$ cat src/rtl/mac_driver_pkg.sv
// mac_driver_pkg -- shared definitions for the MAC engine driver.
//   * operation-width mode encodings (MODE_4/MODE_8/MODE_16/MODE_BAD)
//   * engine status encoding ST_DONE
//   * FSM state enum
//   * bit positions inside eng_control
//   * mask_operand(): zero-masks an operand down to the mode width
package mac_driver_pkg;

  localparam logic [1:0] MODE_4   = 2'b00;
  localparam logic [1:0] MODE_8   = 2'b01;
  localparam logic [1:0] MODE_16  = 2'b11;
  localparam logic [1:0] MODE_BAD = 2'b10;

  localparam logic [1:0] ST_DONE  = 2'b11;

  // eng_control layout: [3]=start, [2]=active-low clear, [1:0]=mode
  localparam int CTL_START   = 3;
  localparam int CTL_CLR_N   = 2;
  localparam int CTL_MODE_HI = 1;
  localparam int CTL_MODE_LO = 0;

  typedef enum logic [2:0] {
    IDLE  = 3'd0,
    ISSUE = 3'd1,
    WAIT  = 3'd2,
    DRAIN = 3'd3,
    RESP  = 3'd4
  } state_t;

  // Keep only the bits the selected width uses; the illegal mode never
  // reaches the engine, so its operands are driven as zero.
  function automatic logic [31:0] mask_operand(input logic [31:0] value,
                                               input logic [1:0]  mode);
    logic [31:0] masked;
    masked = '0;
    case (mode)
      MODE_4:  masked = {28'd0, value[3:0]};
      MODE_8:  masked = {24'd0, value[7:0]};
      MODE_16: masked = {16'd0, value[15:0]};
      default: masked = '0;
    endcase
    return masked;
  endfunction

endpackage

$ cat src/rtl/mac_driver_if.sv
// mac_driver_if -- request/response handshake bundle of the MAC driver.
//   req_valid/req_ready : request handshake (requester -> driver)
//   req_mode            : operation width (see mac_driver_pkg)
//   req_a..req_d        : operands
//   resp_valid/resp_ready : response handshake (driver -> requester)
//   resp_result         : dot-product result
//   resp_err            : illegal mode or engine timeout
// Modports: master = requester side, slave = mac_driver side.
interface mac_driver_if;
  logic        req_valid;
  logic        req_ready;
  logic [1:0]  req_mode;
  logic [31:0] req_a;
  logic [31:0] req_b;
  logic [31:0] req_c;
  logic [31:0] req_d;
  logic        resp_valid;
  logic        resp_ready;
  logic [31:0] resp_result;
  logic        resp_err;

  modport master (
    output req_valid, req_mode, req_a, req_b, req_c, req_d, resp_ready,
    input  req_ready, resp_valid, resp_result, resp_err
  );

  modport slave (
    input  req_valid, req_mode, req_a, req_b, req_c, req_d, resp_ready,
    output req_ready, resp_valid, resp_result, resp_err
  );
endinterface

$ cat src/rtl/mac_driver.sv
// mac_driver -- sequences one dot-product operation through an external
// MAC engine per request and returns the result (or an error) on a
// response handshake.
// Ports:
//   clk, rst_n         : clock, asynchronous active-low reset
//   bus (slave)        : request/response handshake bundle
//   eng_control[3:0]   : [3]=start, [2]=active-low clear, [1:0]=mode
//   eng_a..eng_d       : width-masked operands to the engine
//   eng_status, eng_result : engine status (11 = result valid) and result
//   busy               : FSM is not in IDLE
//   ops_done           : count of error-free responses (wraps)
// Parameters:
//   TIMEOUT : WAIT cycles allowed before an error response
//   OPS_W   : width of ops_done
module mac_driver
  import mac_driver_pkg::*;
#(
  parameter int TIMEOUT = 16,
  parameter int OPS_W   = 16
) (
  input  logic              clk,
  input  logic              rst_n,
  mac_driver_if.slave       bus,
  output logic [3:0]        eng_control,
  output logic [31:0]       eng_a,
  output logic [31:0]       eng_b,
  output logic [31:0]       eng_c,
  output logic [31:0]       eng_d,
  input  logic [1:0]        eng_status,
  input  logic [31:0]       eng_result,
  output logic              busy,
  output logic [OPS_W-1:0]  ops_done
);

  localparam int CNT_W = (TIMEOUT > 1) ? $clog2(TIMEOUT) : 1;
  localparam logic [CNT_W-1:0] CNT_LAST = CNT_W'(TIMEOUT - 1);

  state_t             state_reg;
  logic               start_reg;
  logic               clr_n_reg;
  logic [1:0]         mode_reg;
  logic [31:0]        eng_a_reg, eng_b_reg, eng_c_reg, eng_d_reg;
  logic               req_ready_reg;
  logic               resp_valid_reg;
  logic [31:0]        resp_result_reg;
  logic               resp_err_reg;
  logic               busy_reg;
  logic [OPS_W-1:0]   ops_done_reg;
  logic [CNT_W-1:0]   wait_cnt_reg;

  always_ff @(posedge clk or negedge rst_n) begin
    if (!rst_n) begin
      state_reg       <= IDLE;
      start_reg       <= 1'b0;
      clr_n_reg       <= 1'b0;   // engine held in clear during reset
      mode_reg        <= 2'b00;
      eng_a_reg       <= '0;
      eng_b_reg       <= '0;
      eng_c_reg       <= '0;
      eng_d_reg       <= '0;
      req_ready_reg   <= 1'b0;
      resp_valid_reg  <= 1'b0;
      resp_result_reg <= '0;
      resp_err_reg    <= 1'b0;
      busy_reg        <= 1'b0;
      ops_done_reg    <= '0;
      wait_cnt_reg    <= '0;
    end else begin
      clr_n_reg <= 1'b1;
      case (state_reg)
        IDLE: begin
          req_ready_reg <= 1'b1;
          // req_ready_reg is 0 on the first cycle out of reset, so no
          // request can be taken before the driver advertises readiness.
          if (bus.req_valid && req_ready_reg) begin
            req_ready_reg <= 1'b0;
            busy_reg      <= 1'b1;
            mode_reg      <= bus.req_mode;
            eng_a_reg     <= mask_operand(bus.req_a, bus.req_mode);
            eng_b_reg     <= mask_operand(bus.req_b, bus.req_mode);
            eng_c_reg     <= mask_operand(bus.req_c, bus.req_mode);
            eng_d_reg     <= mask_operand(bus.req_d, bus.req_mode);
            if (bus.req_mode == MODE_BAD) begin
              state_reg       <= RESP;
              resp_valid_reg  <= 1'b1;
              resp_err_reg    <= 1'b1;
              resp_result_reg <= '0;
            end else begin
              state_reg <= ISSUE;
              start_reg <= 1'b1;
            end
          end
        end

        // Engine status is not looked at here: anything it reports now is
        // left over from before this start pulse.
        ISSUE: begin
          state_reg    <= WAIT;
          wait_cnt_reg <= '0;
        end

        WAIT: begin
          if (eng_status == ST_DONE) begin
            resp_result_reg <= eng_result;
            start_reg       <= 1'b0;
            state_reg       <= DRAIN;
          end else if (wait_cnt_reg == CNT_LAST) begin
            start_reg       <= 1'b0;
            state_reg       <= RESP;
            resp_valid_reg  <= 1'b1;
            resp_err_reg    <= 1'b1;
            resp_result_reg <= '0;
          end else begin
            wait_cnt_reg <= wait_cnt_reg + 1'b1;
          end
        end

        // One cycle with start low so the engine drops its status to 00
        // before the next operation can begin.
        DRAIN: begin
          state_reg      <= RESP;
          resp_valid_reg <= 1'b1;
          resp_err_reg   <= 1'b0;
        end

        RESP: begin
          if (bus.resp_ready) begin
            resp_valid_reg <= 1'b0;
            busy_reg       <= 1'b0;
            req_ready_reg  <= 1'b1;
            state_reg      <= IDLE;
            if (!resp_err_reg) begin
              ops_done_reg <= ops_done_reg + 1'b1;
            end
          end
        end

        default: begin
          state_reg <= IDLE;
          busy_reg  <= 1'b0;
        end
      endcase
    end
  end

  assign eng_control[CTL_START]               = start_reg;
  assign eng_control[CTL_CLR_N]               = clr_n_reg;
  assign eng_control[CTL_MODE_HI:CTL_MODE_LO] = mode_reg;

  assign eng_a = eng_a_reg;
  assign eng_b = eng_b_reg;
  assign eng_c = eng_c_reg;
  assign eng_d = eng_d_reg;

  assign bus.req_ready   = req_ready_reg;
  assign bus.resp_valid  = resp_valid_reg;
  assign bus.resp_result = resp_result_reg;
  assign bus.resp_err    = resp_err_reg;

  assign busy     = busy_reg;
  assign ops_done = ops_done_reg;

endmodule

$ cat src/flat_wrapper.sv
// flat-port wrapper written by rule: the top's interface ports become plain ports
module mac_driver_flat import mac_driver_pkg::*;
#(
  parameter int TIMEOUT = 16,
  parameter int OPS_W   = 16
)
  (clk, rst_n, eng_control, eng_a, eng_b, eng_c, eng_d, eng_status, eng_result, busy, ops_done, bus_req_valid, bus_req_mode, bus_req_a, bus_req_b, bus_req_c, bus_req_d, bus_resp_ready, bus_req_ready, bus_resp_valid, bus_resp_result, bus_resp_err);
  mac_driver_if bus_i ();
  input  logic clk;
  input  logic rst_n;
  output logic [3:0] eng_control;
  output logic [31:0] eng_a;
  output logic [31:0] eng_b;
  output logic [31:0] eng_c;
  output logic [31:0] eng_d;
  input  logic [1:0] eng_status;
  input  logic [31:0] eng_result;
  output logic busy;
  output logic [OPS_W-1:0] ops_done;
  input wire logic [$bits(bus_i.req_valid)-1:0] bus_req_valid;
  input wire logic [$bits(bus_i.req_mode)-1:0] bus_req_mode;
  input wire logic [$bits(bus_i.req_a)-1:0] bus_req_a;
  input wire logic [$bits(bus_i.req_b)-1:0] bus_req_b;
  input wire logic [$bits(bus_i.req_c)-1:0] bus_req_c;
  input wire logic [$bits(bus_i.req_d)-1:0] bus_req_d;
  input wire logic [$bits(bus_i.resp_ready)-1:0] bus_resp_ready;
  output wire logic [$bits(bus_i.req_ready)-1:0] bus_req_ready;
  output wire logic [$bits(bus_i.resp_valid)-1:0] bus_resp_valid;
  output wire logic [$bits(bus_i.resp_result)-1:0] bus_resp_result;
  output wire logic [$bits(bus_i.resp_err)-1:0] bus_resp_err;
  assign bus_i.req_valid = bus_req_valid;
  assign bus_i.req_mode = bus_req_mode;
  assign bus_i.req_a = bus_req_a;
  assign bus_i.req_b = bus_req_b;
  assign bus_i.req_c = bus_req_c;
  assign bus_i.req_d = bus_req_d;
  assign bus_i.resp_ready = bus_resp_ready;
  assign bus_req_ready = bus_i.req_ready;
  assign bus_resp_valid = bus_i.resp_valid;
  assign bus_resp_result = bus_i.resp_result;
  assign bus_resp_err = bus_i.resp_err;
  mac_driver #(.TIMEOUT(TIMEOUT), .OPS_W(OPS_W)) u_core (.clk(clk), .rst_n(rst_n), .bus(bus_i), .eng_control(eng_control), .eng_a(eng_a), .eng_b(eng_b), .eng_c(eng_c), .eng_d(eng_d), .eng_status(eng_status), .eng_result(eng_result), .busy(busy), .ops_done(ops_done));
endmodule
$ cat config.mk
export PLATFORM = sky130hd
export DESIGN_NAME = mac_driver_flat
export DESIGN_NICKNAME = d
export VERILOG_FILES = /design/src/rtl/mac_driver_pkg.sv /design/src/rtl/mac_driver_if.sv /design/src/rtl/mac_driver.sv /design/src/flat_wrapper.sv
export SDC_FILE = /design/constraint.sdc
export NUM_CORES = 1
export LEC_CHECK = 0
export BUFFER_PORTS_ARGS = -buffer_cell sky130_fd_sc_hd__buf_2
export CORE_AREA = 2 2 139 141
export CTS_CLUSTER_DIAMETER = 200
export CTS_CLUSTER_SIZE = 40
export DETAILED_ROUTE_END_ITERATION = 8
export DIE_AREA = 0 0 141 143
export PLACE_DENSITY = 0.66
export SYNTH_ARGS = -nofsm -noshare
export SYNTH_HDL_FRONTEND = slang
export SYNTH_SLANG_ARGS = --single-unit
$ cat constraint.sdc
create_clock -name clk -period 4.2 [get_ports clk]
set_input_delay 0.21 -clock clk [delete_from_list [all_inputs] [get_ports clk]]
set_output_delay 0.21 -clock clk [all_outputs]
set_load 0.05 [all_outputs]
### Yosys cells after proc, flatten, opt, wreduce, memory -nomap -nowiden

Cells that the tools add are included.

| word-level totals | value |
|---|---|
| flip-flop bits (word level) | 191 |
| input bits | 168 |
| output and inout bits | 184 |
| word-level logic and storage cells | 90 |

| cells by class | value |
|---|---|
| add/subtract/negate cells | 2 |
| eq/ne operators | 17 |
| mux-type cells | 35 |
| bitwise gates (word level) | 2 |
| reductions and logical operators | 19 |

Operator list:

| cell | number |
|---|---|
| $pmux W16 S3 | 4 |
| $mux W32 | 4 |
| $pmux W32 S2 | 1 |
| $add A16 B1 Y16 const B | 1 |
| $mux W3 | 5 |
| $pmux W3 S5 | 1 |
| $mux W1 | 12 |
| $reduce_and A3 Y1 | 4 |
| $mux W4 | 2 |
| $ne A2 B2 Y1 const B | 4 |
| $pmux W4 S2 | 1 |
| $reduce_and A4 Y1 | 2 |
| $eq A2 B2 Y1 const B | 3 |
| $eq A3 B2 Y1 const B | 2 |
| $ne A2 B1 Y1 const B | 3 |
| $pmux W1 S3 | 2 |
| $reduce_and A6 Y1 | 1 |
| $reduce_bool A2 Y1 | 3 |
| $reduce_and A5 Y1 | 1 |
| $add A4 B1 Y4 const B | 1 |
| $eq A4 B4 Y1 const B | 1 |
| $pmux W1 S2 | 2 |
| $pmux W1 S4 | 1 |
| $reduce_and A2 Y1 | 2 |
| 11 further kinds | 12 |

### Depth between registers and ports, before layout

Gate-level depths: netlist of run 1.

| depth | value |
|---|---|
| word-level depth | 4 |
| depth in mapped cells | 8 |
| gate-level depth less buffers | 5 |

### Worst setup path after synthesis of run 1

Ideal clock, no wire load.

| timing path | value |
|---|---|
| path type | register -> register |
| start point | reg u_core.ops_done_reg[0], in the netlist u_core.ops_done[0] |
| end point | reg u_core.ops_done_reg[12], in the netlist u_core.ops_done[12] |
| setup time | 141 ps |
| data arrival time | 1,821 ps |
| data required time | 4,059 ps |
| slack | 2,238 ps |
| cell stages (with the launch flop) | 6 |
| path buffers | 0 |
| clock period less this slack | 1,962 ps |
| path through | dfrtp_1 > ha_1 > inv_1 > or4_4 > nand2b_4 > xnor2_2 |

| on the way | value |
|---|---|
| longest elaborated chain between the ends | 1 |

RTL lines:

| what | RTL line | text |
|---|---|---|
| start, declared | mac_driver.sv:48 | `logic [OPS_W-1:0] ops_done_reg;` |
| start signal, assigned | mac_driver.sv:133 | `ops_done_reg <= ops_done_reg + 1'b1;` |
| $add A16 B1 Y16 | mac_driver.sv:133 |  |

No other way between the ends.
A chain may end at the register's enable or synchronous reset.

### Worst setup path after layout of run 1

| timing path | value |
|---|---|
| start point | reg u_core.state_reg[1] |
| end point | reg u_core.eng_a_reg[9], in the netlist u_core.eng_a[9] |

| on the way | value |
|---|---|
| longest elaborated chain between the ends | 2 |

RTL lines:

| what | RTL line | text |
|---|---|---|
| start, declared | mac_driver.sv:38 | `state_t state_reg;` |
| start signal, assigned | mac_driver.sv:53 | `state_reg <= IDLE;` |
| start signal, assigned | mac_driver.sv:84 | `state_reg <= RESP;` |
| start signal, assigned | mac_driver.sv:89 | `state_reg <= ISSUE;` |
| $logic_not A3 Y1 | mac_driver.sv:70 | `case (state_reg)` |
| $reduce_and A2 Y1 (no line) | - |  |
| end signal, assigned | mac_driver.sv:79 | `eng_a_reg <= mask_operand(bus.req_a, bus.req_mode);` |
| end, declared | mac_driver.sv:42 | `logic [31:0] eng_a_reg, eng_b_reg, eng_c_reg, eng_d_reg;` |

No other way between the ends.

==> results.yml, run 1 <==
outcome:
  status: "finished, final reports clean"
floorplan:
  start_util: 0.305
  ios: 352
  fp.dieH_um: 143
  rows: 50
  core_um2: 18600
  die_w_um: 141
  dieArea_um2: 20200
clock_network:
  clock_latency_ps: 410
  cts_tree: "done"
  cts_sinks: 127
  ctsResizeCount: 0
  max-clock-path-buffers: 2
  htreeDepth: 4
  clk_pin_slew_ps: 60
  postCtsSetupRepairBufs: 0
  ctsHoldBuffers: 27
  root_buffer: "clkbuf_16"
  cts_buffers: 17
power_and_ir_drop:
  leakagePower_nw: 4.27
  p_per_area_nw_per_um2: 868
  finalPower_w: 0.00656
  peakVddDrop_uv: 516
placement:
  port_buffers: 223
  dpl.hpwl_mm: 10.1
  gp_congestion: 0.771
grt:
  track_usage: 0.152
  grt_max_degree: 86
  met1_usage: 0.191
  grt.busiest_layer: "met2"
  gr-usage-met2: 0.252
  antenna_found_initial: 0
  grt_pass1_wl_mm: 23.9
  grt-ovfl-total: 0
  grtUsageMet3: 0.0463
  grt_pass1_vias: 4566
setup_path:
  reg2reg_to: "u_core.eng_a[9]"
  start_kind: "register"
  slowest_stage: "nor2b_4"
  critPathArrivalTime_ps: 2650
  r2r-start: "u_core.state_reg[1]"
  critPathMaxFanout: 31
  cp_cell_sequence: "nor3_1 -> nor2b_4 -> buf_4 -> nand3_1 -> nand2_1"
  criticalPathCategory: "reg2reg"
  r2r_slack_ps: 1900
  worst_setup_path_end_kind: "register"
  crit_required_ps: 4550
  worstRegToRegCells: 5
  slowest_delay_ps: 560
sta:
  fin_skew_ps: 10.1
  relSlewSlack: 0.463
  fin_tns_setup_ps: 0
  tightest_slew_ps: 806
  finalHoldViolations: 0
  rsz0062_at_grt: "no"
  maxSlewViolCount: 0
  fin_crit_ps: 2300
  setup_viol_count_final: 0
  fmax_ghz: 0.435
  fin_crit_sh: 0.547
layout:
  syn2layout_area_growth_pct: 33.2
  final_nets: 971
  drive_above_1_share: 0.338
  largest_reg_flops: 32
  antenna_cells: 0
hold_path:
  hold_path_depth: 3
  hold_path.class: "in2reg"
  min_to: "u_core.eng_d[0]"
  min_from: "bus_req_d[0]"
route:
  viasPerCell: 4.44
  vias: 4648
  wire_per_inst_um: 14.4
  drtAntennaViolNets: 0
  drtIter0Drc: 218
  drt-total-wl_mm: 15.1
  first_pass_iters: 6
  post-route-drc-count: 0
synthesis:
  synth.ff_latch_count: 127
  yosys.area.top_type: "dfrtp_1"
  synth_area_um2: 5670
  yosysWarnings: 0
  yosysSeqAreaShare: 0.560
  synthCells: 560
  synth-async-reset-ratio: 1.00
  synth_edf_count: 0
  synth.avg_cell_area_um2: 10.1
  synth_cell_type_count: 47
  synth_ff_type: "dfrtp_1"
  synth.top_cell.area_share: 0.560
  synth.area.top_cells: "dfrtp_1, nand2_1, buf_4, nand3_1, a22o_1"
  synth_common_cells: "nand2_1, dfrtp_1, nand3_1"
  synth.most_common_cell: "nand2_1"
job:
  cap_violations: 0
## cell usage in the layout, fill, tap and decap left out, types with 3 or more instances in the layout
master,count
xor2_1,6
nor3_1,3
clkinv_4,3
buf_4,8
a22o_1,32
conb_1,65
o21ai_0,4
clkbuf_16,17
nand2b_1,4
nand3_1,73
nand2_1,145
nor2_1,7
inv_1,3
a21oi_1,5
nor3b_1,3
dfrtp_1,127
buf_2,222
clkinvlp_4,3
xnor2_1,7
inv_6,6
a31oi_1,3
dlygate4sd3_1,27
## worst max-delay path by stage
stage | from | cells after the start | slack [ps] | endpoint
3_3_place_gp | u_core.state_reg[1] | 5 | 1890 | u_core.eng_a[9]
3_5_place_dp | u_core.state_reg[1] | 5 | 1870 | u_core.eng_a[9]
2_1_floorplan | u_core.ops_done[0] | 5 | 2240 | u_core.ops_done[12]
6_report | u_core.state_reg[1] | 5 | 1900 | u_core.eng_a[9]
4_1_cts | u_core.state_reg[1] | 5 | 1870 | u_core.eng_a[9]
5_1_grt | u_core.state_reg[1] | 5 | 1670 | u_core.eng_d[5]
## per-layer routing
metal | up-vias | routed length, um
met5 | - | 0
met4 | 0 | 180
met3 | 15 | 980
met2 | 187 | 7480
met1 | 2210 | 6440
li1 | 2236 | -
## report_power, final
| part | leakage, nW | switching, W | internal, W |
|---|---|---|---|
| logic | 2.32 | 0.00248 | 0.000687 |
| clock network | 0.265 | 0.000612 | 0.000775 |
| registers | 1.68 | 0.000302 | 0.00170 |
| total | 4.27 | 0.00340 | 0.00316 |
## area by class of cell
class / count / area [um^2]
Multi-Input combinational cell: 394 / 2070
Sequential cell: 127 / 3180
Clock buffer: 17 / 425
Clock inverter: 15 / 129
Fill cell: 1867 / 11000
Inverter: 3 / 11.3
Timing Repair Buffer: 258 / 1450
Tap cell: 234 / 293
## critical path: cells and delay by family (launching register included)
family,cells,cell delay (ps)
AND/OR/NAND/NOR,4,1280
buffers and inverters,1,410
flip-flops,1,540
## through the flow
step / util / area, um^2 / hold WS, ps / instances / worst slack (ps)
6_report: 0.407 / 7560 / 22.0 / 1048 / 1900
5_1_grt: 0.407 / 7560 / 1.11 / 1048 / 1670
4_1_cts: 0.407 / 7560 / 0.189 / 1048 / 1870
3_5_place_dp: 0.362 / 6730 / 325 / 989 / 1870
3_3_place_gp: 0.362 / 6730 / 320 / 989 / 1890
2_1_floorplan: - / 5910 / -85.6 / 623 / 2240
## cell families (layout without fill, tap and decap cells)
family / after synthesis / count (layout) / synth area share
AO/OA/AOI/OAI: 52 / 52 / 0.0719
other: 2 / 65 / 0.00132
buffers and inverters: 102 / 293 / 0.120
XOR/XNOR: 15 / 15 / 0.0258
adder cells (fa/ha/maj): 2 / 2 / 0.00441
flip-flops: 127 / 127 / 0.560
AND/OR/NAND/NOR: 259 / 259 / 0.215
multiplexers: 1 / 1 / 0.00199
Note: power is estimated with default switching activity, not from simulation.
==> run 2: changes to the inputs <==
--- a/config.mk
+++ b/config.mk
@@ -6,12 +6,12 @@
 export NUM_CORES = 1
 export LEC_CHECK = 0
 export BUFFER_PORTS_ARGS = -buffer_cell sky130_fd_sc_hd__buf_2
-export CORE_AREA = 2 2 139 141
+export CORE_AREA = 2 2 137 139
 export CTS_CLUSTER_DIAMETER = 200
 export CTS_CLUSTER_SIZE = 40
 export DETAILED_ROUTE_END_ITERATION = 8
-export DIE_AREA = 0 0 141 143
-export PLACE_DENSITY = 0.66
+export DIE_AREA = 0 0 139 141
+export PLACE_DENSITY = 0.68
 export SYNTH_ARGS = -nofsm -noshare
 export SYNTH_HDL_FRONTEND = slang
 export SYNTH_SLANG_ARGS = --single-unit
==> constraint.sdc (replaced) <==
create_clock -name clk -period 2.4 [get_ports clk]
set_input_delay 0.12 -clock clk [delete_from_list [all_inputs] [get_ports clk]]
set_output_delay 0.12 -clock clk [all_outputs]
set_load 0.05 [all_outputs]
==> run 2 against run 1 <==
Net effect: final area grew 11%; clock-buffer cell count grew 3; sequential power grew 75%; sequential cell count is the same; die area shrank 2.8%; via count grew 7.3%; setup slack lost 1400 ps; total power grew 81%; core utilization grew 5.3 points; routed wire length grew 6.4%; maximum frequency grew 21%; hold slack gained 41 ps; highest routed layer unchanged.
==> results.yml, run 2 (synthesis results as in run 1) <==
outcome:
  status: "finished, final reports clean"
grt:
  antenna_found_initial: 0
  grt_max_degree: 69
  grt_pass1_wl_mm: 25.7
  track_usage: 0.164
  grt_pass1_vias: 4993
  grt-ovfl-total: 0
job:
  cap_violations: 0
sta:
  setup_viol_count_final: 0
  fin_ws_ps: 506
  fin_tns_setup_ps: 0
  maxSlewViolCount: 0
  fin_skew_ps: 7.57
  rsz0062_at_grt: "no"
  fin_crit_sh: 0.789
  finalHoldViolations: 0
  fin_crit_ps: 1890
  fmax_ghz: 0.528
clock_network:
  root_buffer: "clkbuf_16"
  cts_sinks: 127
  htreeDepth: 4
  cts_buffers: 17
  postCtsSetupRepairBufs: 0
  max-clock-path-buffers: 2
  ctsResizeCount: 0
  clk_pin_slew_ps: 60
  cts_tree: "done"
  clock_latency_ps: 410
route:
  wire_per_inst_um: 14.3
  viasPerCell: 4.44
  post-route-drc-count: 0
  vias: 4987
  drtIter0Drc: 218
  first_pass_iters: 4
  drtAntennaViolNets: 0
  drt-total-wl_mm: 16.0
power_and_ir_drop:
  p_per_area_nw_per_um2: 1410
  peakVddDrop_uv: 891
  leakagePower_nw: 4.63
  finalPower_w: 0.0118
layout:
  layout_common_cells: "buf_2, nand2_1, dfrtp_1"
  antenna_cells: 0
  final_nets: 1046
  drive_above_1_share: 0.314
  layout.cells.non_filler: 1123
  final_common_cell: "buf_2"
  largest_reg_flops: 32
  syn2layout_area_growth_pct: 48.0
setup_path:
  start_kind: "register"
  critPathArrivalTime_ps: 2180
  criticalPathCategory: "reg2reg"
  crit_required_ps: 2690
  critPathMaxFanout: 14
  worst_setup_path_end_kind: "register"
floorplan:
  fp.dieH_um: 141
  rows: 50
  core_um2: 18300
  start_util: 0.310
  ios: 352
  die_w_um: 139
  dieArea_um2: 19600
placement:
  port_buffers: 223
  dp_slack_ps: 513
  dpl.hpwl_mm: 9.93
  gp_congestion: 0.754
  place_inst: 993
hold_path:
  hold_path.class: "in2reg"
## run 2: worst max-delay path, stage by stage (launching register included)
cell	delay, ps
dfrtp_1	540
nand4bb_4	360
or4_4	590
nand2b_4	170
xnor2_2	120
## run 2: report_power, final
part | internal [W] | switching [W]
Clock | 0.00162 | 0.000988
Combinational | 0.00133 | 0.00441
Sequential | 0.00298 | 0.000523
## run 2: repair_timing
item,4_1_cts,5_1_grt
hold endpoints to repair,145,0
hold buffers,98,0
setup endpoints to repair,0,0
## run 2: final timing paths
check	start	endpoint	slack, ps	cells after the start
min reg2reg	u_core.eng_a[15]	u_core.eng_a[15]	460	2
max reg2reg	u_core.state_reg[0]	u_core.ops_done[12]	510	4
max	u_core.state_reg[0]	u_core.ops_done[12]	510	4
min in group asynchronous	rst_n	u_core.wait_cnt_reg[2]	260	2
min	eng_status[1]	u_core.state_reg[0]	60	3
max in group asynchronous	rst_n	u_core.bus.resp_result[10]	1470	3
## run 2: final cells by class
class | instances | area [um^2]
Sequential cell | 127 | 3180
Timing Repair Buffer | 333 | 2240
Clock buffer | 20 | 467
Fill cell | 1692 | 9880
Clock inverter | 12 | 133
Inverter | 3 | 11.3
Tap cell | 234 | 293
Multi-Input combinational cell | 394 | 2070
## run 2: stage by stage
step	hold WS [ps]	area [um^2]	util
6_report	62.7	8390	0.459
3_3_place_gp	115	6810	0.373
2_1_floorplan	-176	5910	-
4_1_cts	30.1	8390	0.459
5_1_grt	64.0	8390	0.459
3_5_place_dp	118	6810	0.373
## run 2: per-layer routing
layer / track usage / wire [um] / vias up
li1: - / - / 2378
met1: 0.201 / 6680 / 2385
met2: 0.278 / 8040 / 199
met3: 0.0476 / 999 / 25
met4: 0.0574 / 318 / 0
met5: 0 / 0 / -
==> run 3: changes to the inputs <==
==> constraint.sdc (replaced) <==
create_clock -name clk -period 1.75 [get_ports clk]
set_input_delay 0.0875 -clock clk [delete_from_list [all_inputs] [get_ports clk]]
set_output_delay 0.0875 -clock clk [all_outputs]
set_load 0.05 [all_outputs]
==> run 3 against run 2 <==
Net effect: sequential power rose by 36%; highest routed layer unchanged; maximum frequency rose by 11%; total power rose by 38%; critical endpoint is now u_core.wait_cnt_reg[3]; hold slack got worse by 48 ps; clock-buffer cell count fell by 2; clock power rose by 26%; setup slack got worse by 460 ps; final area rose by 1.8%.
==> results.yml, run 3 (synthesis results as in run 1) <==
outcome:
  status: "finished, final reports clean"
layout:
  antenna_cells: 0
  final_nets: 1061
  final_common_cell: "buf_2"
  layout.cells.non_filler: 1138
  largest_reg_flops: 32
  fin_util: 0.467
  layout_common_cells: "buf_2, nand2_1, dfrtp_1"
  drive_above_1_share: 0.340
  fillers: 1666
  syn2layout_area_growth_pct: 50.6
grt:
  grt-ovfl-total: 0
  antenna_found_initial: 0
  grt_max_degree: 80
  track_usage: 0.163
  grt_pass1_wl_mm: 25.4
  grt_pass1_vias: 5013
sta:
  fin_ws_ps: 49.8
  fmax_ghz: 0.588
  finalHoldViolations: 0
  rsz0062_at_grt: "yes"
  fin_crit_sh: 0.972
  setup_viol_count_final: 0
  fin_skew_ps: 8.53
  fin_crit_ps: 1700
  maxSlewViolCount: 0
clock_network:
  cts_sinks: 127
  cts_buffers: 17
  cts_tree: "done"
  htreeDepth: 4
  max-clock-path-buffers: 2
  clk_pin_slew_ps: 60
  clock_latency_ps: 410
  root_buffer: "clkbuf_16"
floorplan:
  die_w_um: 139
  rows: 50
  ios: 352
  dieArea_um2: 19600
  start_util: 0.310
  core_um2: 18300
  fp.dieH_um: 141
power_and_ir_drop:
  power_frac_comb: 0.506
  peakVddDrop_uv: 1100
  p_per_area_nw_per_um2: 1910
  p_seq_frac: 0.292
  p_switching_w: 0.00827
  swShare: 0.507
  internal-power_w: 0.00803
  pwr-share-clk: 0.201
  leakagePower_nw: 4.68
route:
  wire_per_inst_um: 14.4
  post-route-drc-count: 0
  first_pass_iters: 4
  drtIter0Drc: 211
  vias: 5011
  viasPerCell: 4.40
  drtAntennaViolNets: 0
  drt-total-wl_mm: 16.4
setup_path:
  critPathMaxFanout: 7
  slowest_stage: "or4_1"
  criticalPathCategory: "reg2reg"
  r2r_slack_ps: 50
  crit_required_ps: 2080
  cpMostUsedCell: "a21oi_1"
  cp_cell_sequence: "buf_4 -> nor3b_4 -> a21oi_1 -> or4_1 -> a21oi_1"
  critPathArrivalTime_ps: 2030
  start_kind: "register"
  slowest_delay_ps: 470
  worst_setup_path_end_kind: "register"
placement:
  gp_congestion: 0.750
  place_inst: 1004
  port_buffers: 223
  dpl.hpwl_mm: 9.94
  dp_slack_ps: 37.7
hold_path:
  hold_path.class: "in2reg"
job:
  cap_violations: 0
-- run 3: cell types whose count changed in the layout (fill, tap and decap cells not counted), moves of 2 or more --
cell	previous run	this run
clkinv_4	1	3
clkbuf_8	3	1
buf_4	8	20
dfrtp_1	127	118
inv_6	3	5
bufinv_16	2	0
buf_12	4	6
dfrtp_2	0	9
-- run 3: area by class of cell --
class | count | area (um^2) | area share
Sequential cell | 127 | 3190 | 0.373
Inverter | 3 | 11.3 | 0.00132
Timing Repair Buffer | 348 | 2400 | 0.281
Clock inverter | 14 | 108 | 0.0126
Clock buffer | 18 | 439 | 0.0514
Tap cell | 234 | 293 | 0.0343
Multi-Input combinational cell | 394 | 2100 | 0.246
-- run 3: final timing paths --
check | start | cells past startpoint | endpoint
worst max-delay path | u_core.state_reg[2] | 5 | u_core.wait_cnt_reg[3]
worst min-delay path | eng_status[1] | 3 | u_core.state_reg[0]
worst max register to register | u_core.state_reg[2] | 5 | u_core.wait_cnt_reg[3]
worst min register to register | u_core.eng_a[11] | 2 | u_core.eng_a[11]
max in group asynchronous | rst_n | 3 | u_core.bus.resp_err
min in group asynchronous | rst_n | 3 | u_core.bus.resp_result[0]
-- run 3: per-layer routing --
metal  share of wire  vias up  global-route usage
met1            0.42     2369               0.196
li1                -     2424                   -
met5               0        -                   0
met3           0.061       26              0.0435
met4           0.020        0              0.0622
met2            0.50      192               0.281
-- run 3: timing repair --
action,4_1_cts,5_1_grt
buffers inserted,0,2
endpoints found under the hold margin,224,0
resized for setup,0,11
endpoints found under the setup margin,0,75
hold buffers,98,0
-- run 3: critical path: cells and delay by family (launching register included) --
kind,cells,cell delay (ps)
DFF,1,440
AOI/OAI and AO/OA,2,260
and+or+nand+nor,2,750
buffers and inverters,1,180
-- run 3: power groups by stage --
stage          logic (W)  registers (W)  clock network (W)
5_1_grt          0.00871        0.00493            0.00355
2_1_floorplan    0.00222        0.00854                  0
3_5_place_dp     0.00798        0.00476                  0
4_1_cts          0.00813        0.00474            0.00338
3_3_place_gp     0.00787        0.00475                  0
6_report         0.00826        0.00477            0.00328
-- run 3: per-stage QoR --
stage / power (W) / hold slack [ps] / TNS (ps) / instance area (um^2)
2_1_floorplan: 0.0108 / -208 / 0 / 5930
3_3_place_gp: 0.0126 / 100 / 0 / 6940
3_5_place_dp: 0.0127 / 103 / 0 / 6940
4_1_cts: 0.0163 / 0.311 / 0 / 8460
5_1_grt: 0.0172 / 19.9 / -832 / 8540
6_report: 0.0163 / 14.4 / 0 / 8540
